<file path="src/rtl/des_decrypt_iter.sv">
`default_nettype none
// ============================================================================
// Module      : des_decrypt_iter
// Description : Iterative DES decryption engine. One block in flight at a
//               time; ROUNDS_PER_CYCLE Feistel rounds are evaluated per clock
//               using the reversed (right-rotating) key schedule.
// Revision    : 1.0 - initial release
// ============================================================================
module des_decrypt_iter #(
    parameter int ROUNDS_PER_CYCLE = 1
) (
    input  logic        clk,
    input  logic        rst_n,
    input  logic        in_valid,
    output logic        in_ready,
    input  logic [63:0] in_data,
    input  logic [63:0] in_key,
    output logic        out_valid,
    input  logic        out_ready,
    output logic [63:0] out_data,
    output logic        busy
);
    localparam int c_rpc = ROUNDS_PER_CYCLE;

    if (!(c_rpc == 1 || c_rpc == 2 || c_rpc == 4 || c_rpc == 8 || c_rpc == 16)) begin : g_bad_rpc
        $error("ROUNDS_PER_CYCLE must be 1, 2, 4, 8 or 16");
    end

    // Permutation tables, DES 1-based bit numbers (bit 1 = MSB)
    localparam int c_ip [64] = '{58,50,42,34,26,18,10,2, 60,52,44,36,28,20,12,4,
                                 62,54,46,38,30,22,14,6, 64,56,48,40,32,24,16,8,
                                 57,49,41,33,25,17,9,1,  59,51,43,35,27,19,11,3,
                                 61,53,45,37,29,21,13,5, 63,55,47,39,31,23,15,7};
    localparam int c_fp [64] = '{40,8,48,16,56,24,64,32, 39,7,47,15,55,23,63,31,
                                 38,6,46,14,54,22,62,30, 37,5,45,13,53,21,61,29,
                                 36,4,44,12,52,20,60,28, 35,3,43,11,51,19,59,27,
                                 34,2,42,10,50,18,58,26, 33,1,41,9,49,17,57,25};
    localparam int c_pc1 [56] = '{57,49,41,33,25,17,9,1, 58,50,42,34,26,18,10,2,
                                  59,51,43,35,27,19,11,3, 60,52,44,36,63,55,47,39,
                                  31,23,15,7,62,54,46,38, 30,22,14,6,61,53,45,37,
                                  29,21,13,5,28,20,12,4};
    localparam int c_pc2 [48] = '{14,17,11,24,1,5,3,28, 15,6,21,10,23,19,12,4,
                                  26,8,16,7,27,20,13,2, 41,52,31,37,47,55,30,40,
                                  51,45,33,48,44,49,39,56, 34,53,46,42,50,36,29,32};
    localparam int c_e [48] = '{32,1,2,3,4,5, 4,5,6,7,8,9, 8,9,10,11,12,13, 12,13,14,15,16,17,
                                16,17,18,19,20,21, 20,21,22,23,24,25, 24,25,26,27,28,29, 28,29,30,31,32,1};
    localparam int c_p [32] = '{16,7,20,21,29,12,28,17, 1,15,23,26,5,18,31,10,
                                2,8,24,14,32,27,3,9, 19,13,30,6,22,11,4,25};
    // S-boxes: 64 nibbles each, entry (row*16+col) at nibble position from the MSB
    localparam logic [255:0] c_sbox [8] = '{
        256'hE4D12FB83A6C5907_0F74E2D1A6CB9538_41E8D62BFC973A50_FC8249175B3EA06D,
        256'hF18E6B34972DC05A_3D47F28EC01A69B5_0E7BA4D158C6932F_D8A13F42B67C05E9,
        256'hA09E63F51DC7B428_D709346A285ECBF1_D6498F30B12C5AE7_1AD069874FE3B52C,
        256'h7DE3069A1285BC4F_D8B56F03472C1AE9_A690CB7DF13E5284_3F06A1D8945BC72E,
        256'h2C417AB6853FD0E9_EB2C47D150FA3986_421BAD78F9C5630E_B8C71E2D6F09A453,
        256'hC1AF92680D34E75B_AF427C9561DE0B38_9EF528C3704A1DB6_432C95FABE17608D,
        256'h4B2EF08D3C975A61_D0B7491AE35C2F86_14BDC37EAF680592_6BD814A7950FE23C,
        256'hD2846FB1A93E50C7_1FD8A374C56B0E92_7B419CE206ADF358_21E74A8DFC90356B};

    typedef enum logic [1:0] {S_IDLE = 2'd0, S_RUN = 2'd1, S_DONE = 2'd2} state_t;

    state_t      r_state, w_state_nxt;
    logic [31:0] r_l, r_r, w_l_fin, w_r_fin;
    logic [27:0] r_c, r_d;
    logic [4:0]  r_rnd;
    logic [63:0] r_out_data, w_ip, w_pre, w_fp;
    logic        r_out_valid, w_last, w_unused_parity;
    logic [55:0] w_pc1;

    // Parity bits of the key never reach PC1
    assign w_unused_parity = ^{in_key[56], in_key[48], in_key[40], in_key[32],
                               in_key[24], in_key[16], in_key[8], in_key[0]};

    for (genvar i = 0; i < 64; i++) begin : g_ip
        assign w_ip[63-i] = in_data[64 - c_ip[i]];
        assign w_fp[63-i] = w_pre[64 - c_fp[i]];
    end
    for (genvar i = 0; i < 56; i++) begin : g_pc1
        assign w_pc1[55-i] = in_key[64 - c_pc1[i]];
    end

    // Unrolled group of rounds; each stage feeds the next, the last feeds the registers
    for (genvar g = 0; g < c_rpc; g++) begin : g_round
        logic [31:0] w_li, w_ri, w_lo, w_ro, w_s, w_f;
        logic [27:0] w_ci, w_di, w_co, w_do;
        logic [47:0] w_k, w_ex, w_x;
        logic [4:0]  w_j;
        logic [1:0]  w_sh;

        if (g == 0) begin : g_first
            assign w_li = r_l;
            assign w_ri = r_r;
            assign w_ci = r_c;
            assign w_di = r_d;
        end else begin : g_next
            assign w_li = g_round[g-1].w_lo;
            assign w_ri = g_round[g-1].w_ro;
            assign w_ci = g_round[g-1].w_co;
            assign w_di = g_round[g-1].w_do;
        end

        // Zero-based round index; round 1 uses the PC1 key unrotated (K16)
        assign w_j  = r_rnd + 5'(g);
        assign w_sh = (w_j == 5'd0) ? 2'd0 :
                      (w_j == 5'd1 || w_j == 5'd8 || w_j == 5'd15) ? 2'd1 : 2'd2;
        assign w_co = (w_sh == 2'd0) ? w_ci : (w_sh == 2'd1) ? {w_ci[0], w_ci[27:1]}
                                                             : {w_ci[1:0], w_ci[27:2]};
        assign w_do = (w_sh == 2'd0) ? w_di : (w_sh == 2'd1) ? {w_di[0], w_di[27:1]}
                                                             : {w_di[1:0], w_di[27:2]};

        for (genvar i = 0; i < 48; i++) begin : g_pc2
            if (c_pc2[i] <= 28) begin : g_c
                assign w_k[47-i] = w_co[28 - c_pc2[i]];
            end else begin : g_d
                assign w_k[47-i] = w_do[56 - c_pc2[i]];
            end
            assign w_ex[47-i] = w_ri[32 - c_e[i]];
        end
        assign w_x = w_ex ^ w_k;

        for (genvar s = 0; s < 8; s++) begin : g_sbox
            logic [5:0] w_six;
            assign w_six = w_x[47-6*s -: 6];
            assign w_s[31-4*s -: 4] =
                c_sbox[s][8'd255 - {w_six[5], w_six[0], w_six[4:1], 2'b00} -: 4];
        end
        for (genvar i = 0; i < 32; i++) begin : g_p
            assign w_f[31-i] = w_s[32 - c_p[i]];
        end

        assign w_lo = w_ri;
        assign w_ro = w_li ^ w_f;
    end

    assign w_l_fin = g_round[c_rpc-1].w_lo;
    assign w_r_fin = g_round[c_rpc-1].w_ro;
    // No swap after round 16: preoutput is {R16, L16}
    assign w_pre   = {w_r_fin, w_l_fin};
    assign w_last  = ({1'b0, r_rnd} + 6'(c_rpc)) >= 6'd16;

    // State register
    always_ff @(posedge clk or negedge rst_n) begin
        if (!rst_n) r_state <= S_IDLE;
        else        r_state <= w_state_nxt;
    end

    // Next-state and handshake outputs
    always_comb begin
        w_state_nxt = r_state;
        in_ready    = 1'b0;
        busy        = 1'b1;
        case (r_state)
            S_IDLE: begin
                in_ready = 1'b1;
                busy     = 1'b0;
                if (in_valid) w_state_nxt = S_RUN;
            end
            S_RUN:   if (w_last) w_state_nxt = S_DONE;
            S_DONE:  if (out_ready) w_state_nxt = S_IDLE;
            default: w_state_nxt = S_IDLE;
        endcase
    end

    // Block registers: load on accept, advance during RUN, publish on the last round
    always_ff @(posedge clk or negedge rst_n) begin
        if (!rst_n) begin
            r_l         <= '0;
            r_r         <= '0;
            r_c         <= '0;
            r_d         <= '0;
            r_rnd       <= '0;
            r_out_data  <= '0;
            r_out_valid <= 1'b0;
        end else begin
            case (r_state)
                S_IDLE: if (in_valid) begin
                    {r_l, r_r} <= w_ip;
                    r_c        <= w_pc1[55:28];
                    r_d        <= w_pc1[27:0];
                    r_rnd      <= '0;
                end
                S_RUN: begin
                    r_l   <= w_l_fin;
                    r_r   <= w_r_fin;
                    r_c   <= g_round[c_rpc-1].w_co;
                    r_d   <= g_round[c_rpc-1].w_do;
                    r_rnd <= r_rnd + 5'(c_rpc);
                    if (w_last) begin
                        r_out_data  <= w_fp;
                        r_out_valid <= 1'b1;
                    end
                end
                S_DONE:  if (out_ready) r_out_valid <= 1'b0;
                default: ;
            endcase
        end
    end

    assign out_data  = r_out_data;
    assign out_valid = r_out_valid;

endmodule
`default_nettype wire

</file>
<file path="config.mk">
export PLATFORM = sky130hd
export DESIGN_NAME = des_decrypt_iter
export DESIGN_NICKNAME = d
export VERILOG_FILES = /design/src/rtl/des_decrypt_iter.sv
export SDC_FILE = /design/constraint.sdc
export NUM_CORES = 1
export LEC_CHECK = 0
export ABC_AREA = 1
export BUFFER_PORTS_ARGS = -buffer_cell sky130_fd_sc_hd__buf_2
export CAP_MARGIN = 20
export CORE_ASPECT_RATIO = 0.9
export CORE_MARGIN = 2
export CORE_UTILIZATION = 48
export CTS_CLUSTER_SIZE = 28
export DETAILED_ROUTE_END_ITERATION = 6
export HOLD_SLACK_MARGIN = 0.06
export PLACE_DENSITY = 0.67
export SLEW_MARGIN = 20
export SYNTH_ARGS = -nofsm -noshare
export SYNTH_HDL_FRONTEND = slang
export SYNTH_SLANG_ARGS = --single-unit
export TNS_END_PERCENT = 50
</file>
<file path="constraint.sdc">
create_clock -name clk -period 7.7 [get_ports clk]
set_input_delay 1.54 -clock clk [delete_from_list [all_inputs] [get_ports clk]]
set_output_delay 1.54 -clock clk [all_outputs]
set_load 0.05 [all_outputs]
</file>
## Word-level counts from Yosys, hierarchy flattened

Index checks and enable logic that the tools add are counted.

| operators by class | value |
|---|---|
| add/sub/neg operators | 10 |
| multiply operators | 0 |
| div/mod/pow operators | 0 |
| order comparisons | 1 |
| equal/unequal tests | 10 |
| shifts and indexed selects | 8 |
| mux-type cells | 25 |
| bitwise logic cells | 2 |
| reductions and logical operators | 12 |

Operators with widths:

| kind | number |
|---|---|
| $shiftx A259 B9 Y4 const A | 8 |
| $mux W28 | 6 |
| $pmux W32 S2 | 2 |
| $pmux W28 S2 | 2 |
| $mux W32 | 2 |
| $sub A8 B8 Y8 const A | 8 |
| $xor A48 B48 Y48 | 1 |
| $xor A32 B32 Y32 | 1 |
| $eq A5 B4 Y1 const B | 2 |
| $mux W2 | 5 |
| $pmux W5 S2 | 1 |
| $reduce_and A3 Y1 | 3 |
| $ne A2 B2 Y1 const B | 4 |
| $add A5 B1 Y6 const B | 1 |
| $ge A6 B5 Y1 const B | 1 |
| $pmux W2 S3 | 1 |
| $add A5 B1 Y5 const B | 1 |
| $eq A5 B1 Y1 const B | 1 |
| $logic_not A5 Y1 | 1 |
| $mux W5 | 1 |
| $eq A2 B1 Y1 const B | 2 |
| $logic_not A2 Y1 | 2 |
| $mux W1 | 4 |
| $reduce_and A2 Y1 | 2 |
| 4 further kinds | 6 |

| word-level totals | value |
|---|---|
| register bits | 192 |
| bits in latches | 0 |
| memory bits (writable) | 0 |
| bits in read-only memories | 0 |
| output and inout port bits | 67 |
| word-level logic and storage cells | 78 |
| memories | 0 |

## Logic depth before layout (Yosys ltp)

Gate-level depths: netlist (run 1).

| logic depth | value |
|---|---|
| word-level depth | 13 |
| gate-level depth with buffers | 26 |

## Worst setup path before layout (run 1)

OpenSTA, ideal clock, no wires.

| timing | value |
|---|---|
| kind | reg-to-reg |
| start | register r_rnd[0] |
| end | register r_r[25] (netlist: g_round[0].w_lo[25]) |
| setup time | 0.116 ns |
| data arrival time | 3.116 ns |
| data required time | 7.584 ns |
| setup slack | 4.467 ns |
| cell stages (with the launch flop) | 25 |
| buffers on the path | 2 |
| period minus slack after synthesis | 3.233 ns |
| cells stage by stage | dfrtp_1 > ha_1 > nand2_1 > nor2_1 > ha_1 > clkinv_1 > buf_2 > buf_1 > nand3_1 > nand3_2 > nand2_1 > nand2_1 > nand2_1 > ha_1 > inv_1 > nand2_1 > nand2_1 > nand2_1 > nand3_1 > nand3_1 > nand2_1 > nand2_1 > nand3_1 > nand2_1 > nand2_1 |

| on the way | value |
|---|---|
| longest elaborated chain between the ends | 13 |

RTL lines:

| item | RTL line | source |
|---|---|---|
| start, declared | 65 | `logic [4:0] r_rnd;` |
| start signal, assigned | 187 | `r_rnd <= r_rnd + 5'(c_rpc);` |
| $eq A5 B1 Y1 or $eq A5 B4 Y1 (tied branches) | 105 | `(w_j == 5'd1 \|\| w_j == 5'd8 \|\| w_j == 5'd15) ? 2'd1 : 2'd2;` |
| $logic_or A1 B1 Y1 (2 in series) | 105 |  |
| $mux W2 | 105 |  |
| $mux W2 (*) | 104 | `assign w_sh = (w_j == 5'd0) ? 2'd0 :` |
| $eq A2 B1 Y1 | 108 | `assign w_do = (w_sh == 2'd0) ? w_di : (w_sh == 2'd1) ? {w_di[0], w_di[27:1]}` |
| $mux W28 | 108 |  |
| $mux W28 (*) | 108 |  |
| $xor A48 B48 Y48 (*) | 119 | `assign w_x = w_ex ^ w_k;` |
| $sub A8 B8 Y8 (*) | 125 | `c_sbox[s][8'd255 - {w_six[5], w_six[0], w_six[4:1], 2'b00} -: 4];` |
| $shiftx A259 B9 Y4 (*) | 125 |  |
| $xor A32 B32 Y32 (*) | 132 | `assign w_ro = w_li ^ w_f;` |
| $pmux W32 S2 (*) | 175 | `case (r_state)` |
| end signal, assigned | 177 | `{r_l, r_r} <= w_ip;` |
| end signal, assigned | 184 | `r_r <= w_r_fin;` |
| end, declared | 63 | `logic [31:0] r_l, r_r, w_l_fin, w_r_fin;` |

Mark *: on every way between the ends. The rest lies on a longest branch, timed or not. The select of a mux whose other input is x is not followed.
A chain may end at the register's enable or synchronous reset.

## Final worst setup path (run 1)

| timing | value |
|---|---|
| start | register r_rnd[0] |
| end | register r_out_data[44] (netlist: out_data[44]) |

| on the way | value |
|---|---|
| longest elaborated chain between the ends | 12 |

RTL lines:

| item | RTL line | source |
|---|---|---|
| $eq A5 B1 Y1 or $eq A5 B4 Y1 (tied branches) | 105 |  |
| $logic_or A1 B1 Y1 (2 in series) | 105 |  |
| $mux W2 | 105 |  |
| $mux W2 | 104 |  |
| $eq A2 B1 Y1 | 108 |  |
| $mux W28 (2 in series) | 108 |  |
| $xor A48 B48 Y48 | 119 |  |
| $sub A8 B8 Y8 | 125 |  |
| $shiftx A259 B9 Y4 | 125 |  |
| $xor A32 B32 Y32 | 132 |  |
| end signal, assigned | 189 | `r_out_data <= w_fp;` |
| end, declared | 66 | `logic [63:0] r_out_data, w_ip, w_pre, w_fp;` |

Several ways; a longest one is shown, not always the timed one. The select of a mux whose other input is x is not followed.

==> run_results.csv, run 1 <==
group,metric,value,unit
grt,overflow,0,
sta,max_clk_rate,0.203,GHz
hold_path,capture_endpoint_of_the_worst_hold_path,"out_data[30]$_DFFE_PN0P_",
place,dpl.hpwl,45700,um
floorplanning,initial_utilization,0.487,
final_layout,drive_gt1_frac,0.117,
grt,first_global_vias,16400,
hold_path,worst_hold_path_type,"flip-flop to flip-flop",
clock_tree,cts_h_tree_depth,4,
clock_tree,numClockSinks,192,
final_layout,final.fill_count,3362,
worst_setup_path,regToRegSetupSlack,2.78,ns
grt,grt.total_usage,0.361,
worst_setup_path,critPathRequiredTime,8.05,ns
clock_tree,tritoncts,"yes",
final_layout,antenna-diode-count,0,
worst_setup_path,crit_path_start,"r_rnd[0]$_DFFE_PN0P_",
route,route.met2.wl,27900,um
sta,post_layout_min_period,4.92,ns
floorplanning,io_pins,199,
clock_tree,post_cts.repair.setup_buffers,0,
final_layout,multiInputGateArea,0.00978,mm2
clock_tree,postCtsResizedCells,0,
hold_path,holdCritStartpoint,"out_data[30]$_DFFE_PN0P_",
worst_setup_path,worst_setup_path_type,"flip-flop to flip-flop",
sta,clock-skew-final,0.0165,ns
route,ant_nets,0,
synthesis,postSynthRegisterBits,192,
route,wirelength_met1,26800,um
route,drt-initial-drc-count,1881,
route,route.top_layer_used,"met5",
worst_setup_path,path_max_fanout,78,
grt,first_pass_grt_wire_length,95900,um
synthesis,syn_area,0.0160,mm2
outcome,violations,"DRC",
synthesis,synth_seq_area_share,0.300,
sta,finalSetupViolations,0,
clock_tree,cts_inserted_buffers,17,
route,routedWlPerCell,20.4,um
grt,antenna_found_initial,1,
sta,slew_viol_final,0,
outcome,run_status,"finished, violations left",
clock_tree,cts_hold_buf,0,
clock_tree,ctsRootBufferMaster,"clkbuf_16",
route,drt-total-wl,62400,um
route,via_per_inst,5.89,
synthesis,netlist_instances,2514,
route,wl_met3,5060,um
sta,tightest_slew,0.987,ns
flow_run,max-cap-violations,0,
clock_tree,clock_insertion_delay_at_the_later_pin_of_the_skew_report,0.47,ns
clock_tree,cts.clk_slew.worst_paths,0.08,ns
floorplanning,design.core.area,0.0329,mm2
grt,grt_max_degree,105,
sta,final.setup.tns,0,ns
hold_path,hold_path_stages,2,
worst_setup_path,worst-r2r-cell-count,24,
sta,grt_setup_unrepaired,"no",
worst_setup_path,startpoint_type,"flip-flop",
final_layout,ff_latch_area,0.00481,mm2
place,place.gp.congestion,0.992,
route,route.vias.total,18000,
floorplanning,core.rowCount,63,
sta,fin_hold_ws,0.478,ns
worst_setup_path,reg2reg_from,"r_rnd[0]$_DFFE_PN0P_",
synthesis,post_synth.cell_area_avg,6.37,um2
worst_setup_path,cp_data_arrival_time,5.27,ns
worst_setup_path,worst_reg2reg_endpoint,"out_data[44]$_DFFE_PN0P_",
place,number_of_buffers_inserted_by_port_buffering,190,
final_layout,syn_to_final_growth,10.1,%
sta,finalHoldViolations,0,
route,final_routed_drc_violation_total,1,
sta,fin_crit_sh,0.639,
synthesis,synth.distinct_cells,42,
synthesis,synth-warning-count,0,
synthesis,synthesized_netlist_net_count,2712,
floorplanning,floorplan.die.height,177,um
worst_setup_path,critical_path.endpoint_type,"flip-flop",
clock_tree,cts_max_path_buffers,2,
floorplanning,die_w,197,um
floorplanning,fp.dieArea,0.0348,mm2
sta,slew-limit-headroom,0.342,
final_layout,fin_nets,2819,
route,drtPass1Iterations,7,
worst max path at each step:
stage / cells after the start / endpoint
after global routing: 24 / out_data[44]$_DFFE_PN0P_
after global placement: 22 / g_round[0].w_lo[29]$_DFFE_PN0P_
after CTS: 24 / out_data[44]$_DFFE_PN0P_
final: 24 / out_data[44]$_DFFE_PN0P_
after floorplan: 24 / g_round[0].w_lo[25]$_DFFE_PN0P_
after detailed placement: 24 / out_data[44]$_DFFE_PN0P_
Yosys cell counts (all sizes together):
master	instances	share of area
nor2	112	0.028
nand3b	1	0.00047
o21ai	61	0.019
buf	55	0.025
a22oi	8	0.0038
xor2	10	0.0078
nor4	11	0.0043
o211ai	19	0.0098
nor3	37	0.012
a21oi	14	0.0046
dfrtp	192	0.30
a211oi	1	0.00047
ha	66	0.052
a221oi	48	0.026
nand3	517	0.17
nand4	43	0.017
or2	1	0.00039
clkinv	2	0.00047
nand2	1000	0.24
o311ai	10	0.0055
inv	218	0.051
o221ai	9	0.0049
o22ai	7	0.0027
clkbuf	62	0.015
a31oi	10	0.0039
metrics by stage:
stage	util	setup WS, ns	instances	instance area (um2)
6_report	0.537	2.78	3056	17600
5_1_grt	0.537	2.35	3056	17600
4_1_cts	0.537	2.86	3056	17600
3_5_place_dp	0.518	2.88	3024	17000
3_3_place_gp	0.518	2.90	3024	17000
2_1_floorplan	-	4.47	2514	16000
state kept, by name, summed over array words and instances (netlist names):
register      count
out_data         64
g_round.w_lo     32
g_round.w_di     28
r_rnd             5
out_valid         1
g_round.w_ci     28
r_state           2
g_round.w_li     32
critical path, cell delays in order, from the launching register on:
cell and delay (ns):
dfrtp_1 0.45, inv_1 0.08, ha_1 0.13, inv_1 0.04, nor2_1 0.17, nand2_4 0.51
inv_2 0.75, buf_4 0.46, nand2_1 0.15, nand2_1 0.14, nand2_1 0.06, nand2_1 0.24
ha_1 0.34, inv_1 0.14, nand3_1 0.26, nand2_1 0.14, nand2_1 0.06, nand2_1 0.08
nand2_1 0.06, nand3_1 0.13, nand2_1 0.07, nand2_1 0.08, nand2_1 0.10, nand2_1 0.08
nand2_1 0.05
layer usage:
layer,track usage,vias up
met5,0,-
met4,0.146,2
met3,0.0560,127
met2,0.563,855
met1,0.501,8484
li1,-,8539
layout by cell type, fill, tap and decap left out, types with 10 or more instances in the layout:
master	synthesis	routed
nand2_1	971	970
nand3_1	503	503
inv_1	210	209
dfrtp_1	192	191
buf_2	15	189
nor2_1	108	105
ha_1	66	66
o21ai_0	57	57
a221oi_1	48	48
nand4_1	43	43
nor3_1	37	37
nand2_2	25	25
clkbuf_16	0	17
o211ai_1	16	16
nand3_2	13	13
a21oi_1	13	13
buf_4	24	13
nor4_1	11	11
inv_2	8	10
a31oi_1	10	10
o311ai_0	10	10
layout make-up:
cell class | instances | area share
Multi-Input combinational cell | 1985 | 0.555
Sequential cell | 192 | 0.273
Timing Repair Buffer | 205 | 0.0622
Inverter | 220 | 0.0468
Tap cell | 422 | 0.0299
Clock buffer | 17 | 0.0241
Clock inverter | 15 | 0.00986
cells by family after synthesis:
kind of cell / Yosys count / share of synthesized area
simple gates: 1722 / 0.469
buf+inv: 337 / 0.0907
flops: 192 / 0.300
compound gates: 187 / 0.0813
fa+ha+maj: 66 / 0.0516
xor+xnor: 10 / 0.00781
Power of run 1 is left out: the tool's default activity adds up to more than one toggle a clock period on the data nets, which glitch-free logic cannot reach.
==> run 2, diff against run 1 <==
==> constraint.sdc (replaced) <==
create_clock -name clk -period 4.7 [get_ports clk]
set_input_delay 0.94 -clock clk [delete_from_list [all_inputs] [get_ports clk]]
set_output_delay 0.94 -clock clk [all_outputs]
set_load 0.05 [all_outputs]
==> run 2 against run 1 <==
The run still ends with DRC left. Register-to-register slack worse by 2.0 ns. Count of clock-buffer cells in the layout is 3 higher. Core utilization is 0.27 points higher. First-iteration DRC count is 5.7% higher. Routed wire length is 0.54% lower. Final cell count is 0.33% higher. Design area is 0.50% higher. Sequential share of layout area is 0.14 points lower. Clock skew is 0.0036 ns higher. Critical path depth is 2 lower. Global-route usage is 0.42 points lower.
==> run_results.csv, run 2 (synthesized netlist as in run 1, its figures left out) <==
group,metric,value,unit
hold_path,hold_path_stages,2,
clock_tree,cts_inserted_buffers,17,
floorplanning,floorplan.die.height,177,um
clock_tree,postCtsResizedCells,0,
clock_tree,cts_h_tree_depth,4,
final_layout,syn_to_final_growth,10.7,%
worst_setup_path,path_max_fanout,42,
place,dpl.cell_count,3033,
grt,grt.total_usage,0.357,
clock_tree,clock_insertion_delay_at_the_later_pin_of_the_skew_report,0.48,ns
final_layout,layout_commonest_cell,"nand2_1",
worst_setup_path,worst-path-buf-inv,3,
final_layout,layout.cells.non_filler,3066,
clock_tree,numClockSinks,192,
grt,overflow,0,
final_layout,largest_register_ffs,64,
worst_setup_path,startpoint_type,"flip-flop",
sta,grt_setup_unrepaired,"no",
sta,tightest_slew,0.908,ns
worst_setup_path,worst_setup_path_type,"flip-flop to flip-flop",
place,place_ws,0.823,ns
flow_run,max-cap-violations,0,
place,dpl.hpwl,46100,um
route,ant_nets,0,
route,drt-total-wl,62100,um
worst_setup_path,reg2reg_from,"r_rnd[0]$_DFFE_PN0P_",
route,drt-initial-drc-count,1988,
place,number_of_buffers_inserted_by_port_buffering,190,
sta,post_layout_min_period,3.94,ns
worst_setup_path,critical_path.endpoint_type,"flip-flop",
sta,finalSetupViolations,0,
final_layout,mostFrequentLayoutCells,"970 x nand2_1, 503 x nand3_1, 210 x inv_1",
floorplanning,io_pins,199,
worst_setup_path,worst_reg2reg_endpoint,"g_round[0].w_lo[20]$_DFFE_PN0P_",
place,place.gp.congestion,0.958,
worst_setup_path,cp_data_arrival_time,4.30,ns
sta,fin_ws,0.757,ns
grt,first_pass_grt_wire_length,94800,um
final_layout,fin_nets,2828,
sta,slew-limit-headroom,0.393,
worst_setup_path,cpMaxStageDelayCell,"buf_4",
outcome,run_status,"finished, violations left",
clock_tree,cts_max_path_buffers,2,
clock_tree,ctsRootBufferMaster,"clkbuf_16",
grt,first_global_vias,16600,
grt,grt_max_degree,142,
clock_tree,cts_hold_buf,0,
route,final_routed_drc_violation_total,5,
sta,max_clk_rate,0.254,GHz
grt,antenna_found_initial,0,
floorplanning,core.rowCount,63,
floorplanning,design.core.area,0.0329,mm2
sta,clock-skew-final,0.0202,ns
floorplanning,initial_utilization,0.487,
worst_setup_path,path_common_cell,"nand2_1",
worst_setup_path,regToRegSetupSlack,0.76,ns
route,routedWlPerCell,20.2,um
clock_tree,post_cts.repair.setup_buffers,0,
hold_path,capture_endpoint_of_the_worst_hold_path,"out_data[54]$_DFFE_PN0P_",
floorplanning,die_w,197,um
worst_setup_path,critical-path-max-stage-delay,0.46,ns
sta,fin_crit_sh,0.839,
hold_path,worst_hold_path_type,"flip-flop to flip-flop",
route,via_per_inst,5.89,
worst_setup_path,timing.critical_path.max_delay_family,"simple AND/OR/NAND/NOR gates",
route,route.vias.total,18100,
worst_setup_path,cp_cell_sequence,"ha_1 -> nand2_1 -> nor2_1 -> ha_1 -> clkinv_1 -> buf_4 -> nand3_1 -> nand3_2 -> nand2_1 -> nand2_1 -> nand2_1 -> ha_1 -> inv_1 -> nand2_1 -> nand3_1 -> nand2_1 -> nand2_1 -> nand3_1 -> nand3_1 -> nand3_1 -> nand2_1 -> nand2_1",
clock_tree,cts.clk_slew.worst_paths,0.07,ns
hold_path,holdCritStartpoint,"out_data[54]$_DFFE_PN0P_",
clock_tree,tritoncts,"yes",
floorplanning,fp.dieArea,0.0348,mm2
sta,slew_viol_final,0,
final_layout,drive_gt1_frac,0.120,
worst_setup_path,critPathRequiredTime,5.06,ns
sta,finalHoldViolations,0,
outcome,violations,"DRC",
worst_setup_path,worst-r2r-cell-count,22,
sta,final.setup.tns,0,ns
route,drtPass1Iterations,7,
-- run 2: worst max path at each step --
| stage | from | to | slack (ns) | depth (start not counted) |
|---|---|---|---|---|
| 2_1_floorplan | r_rnd[0]$_DFFE_PN0P_ | g_round[0].w_lo[25]$_DFFE_PN0P_ | 1.47 | 24 |
| 5_1_grt | r_rnd[0]$_DFFE_PN0P_ | g_round[0].w_lo[20]$_DFFE_PN0P_ | 0.45 | 22 |
| 3_5_place_dp | r_rnd[0]$_DFFE_PN0P_ | out_data[44]$_DFFE_PN0P_ | 0.82 | 24 |
| 4_1_cts | r_rnd[0]$_DFFE_PN0P_ | out_data[44]$_DFFE_PN0P_ | 0.80 | 24 |
| 3_3_place_gp | r_rnd[0]$_DFFE_PN0P_ | out_data[44]$_DFFE_PN0P_ | 0.84 | 24 |
| 6_report | r_rnd[0]$_DFFE_PN0P_ | g_round[0].w_lo[20]$_DFFE_PN0P_ | 0.76 | 22 |
-- run 2: cell type report --
class                   count  area (um2)
clock inverters            12         148
well taps                 422         528
inverters                 220         827
multi-input cells        1985        9780
repair buffers            214        1180
fillers                  3357       15100
clock buffers              20         457
diodes                      1        2.50
flip-flops and latches    192        4810
-- run 2: routing by layer --
metal	GRT usage	part of all wire	vias to the layer above
li1	-	-	8561
met4	0.166	0.048	0
met3	0.0591	0.081	144
met1	0.480	0.43	8496
met2	0.562	0.44	861
met5	0	0	-
-- run 2: worst min-delay path: cells and delay by family, from the launching register on --
kind	cells	cell delay, ns
flip-flops	1	0.34
AND/OR/NAND/NOR	2	0.10
-- run 2: metrics by stage --
stage                      util  hold slack, ns  cell area [um2]
after floorplan               -           0.493            16000
after global placement    0.521           0.461            17100
after detailed placement  0.521           0.460            17100
after CTS                 0.539           0.480            17700
after global routing      0.539           0.505            17700
final                     0.539           0.475            17700
Power of run 2 is left out for the same reason.
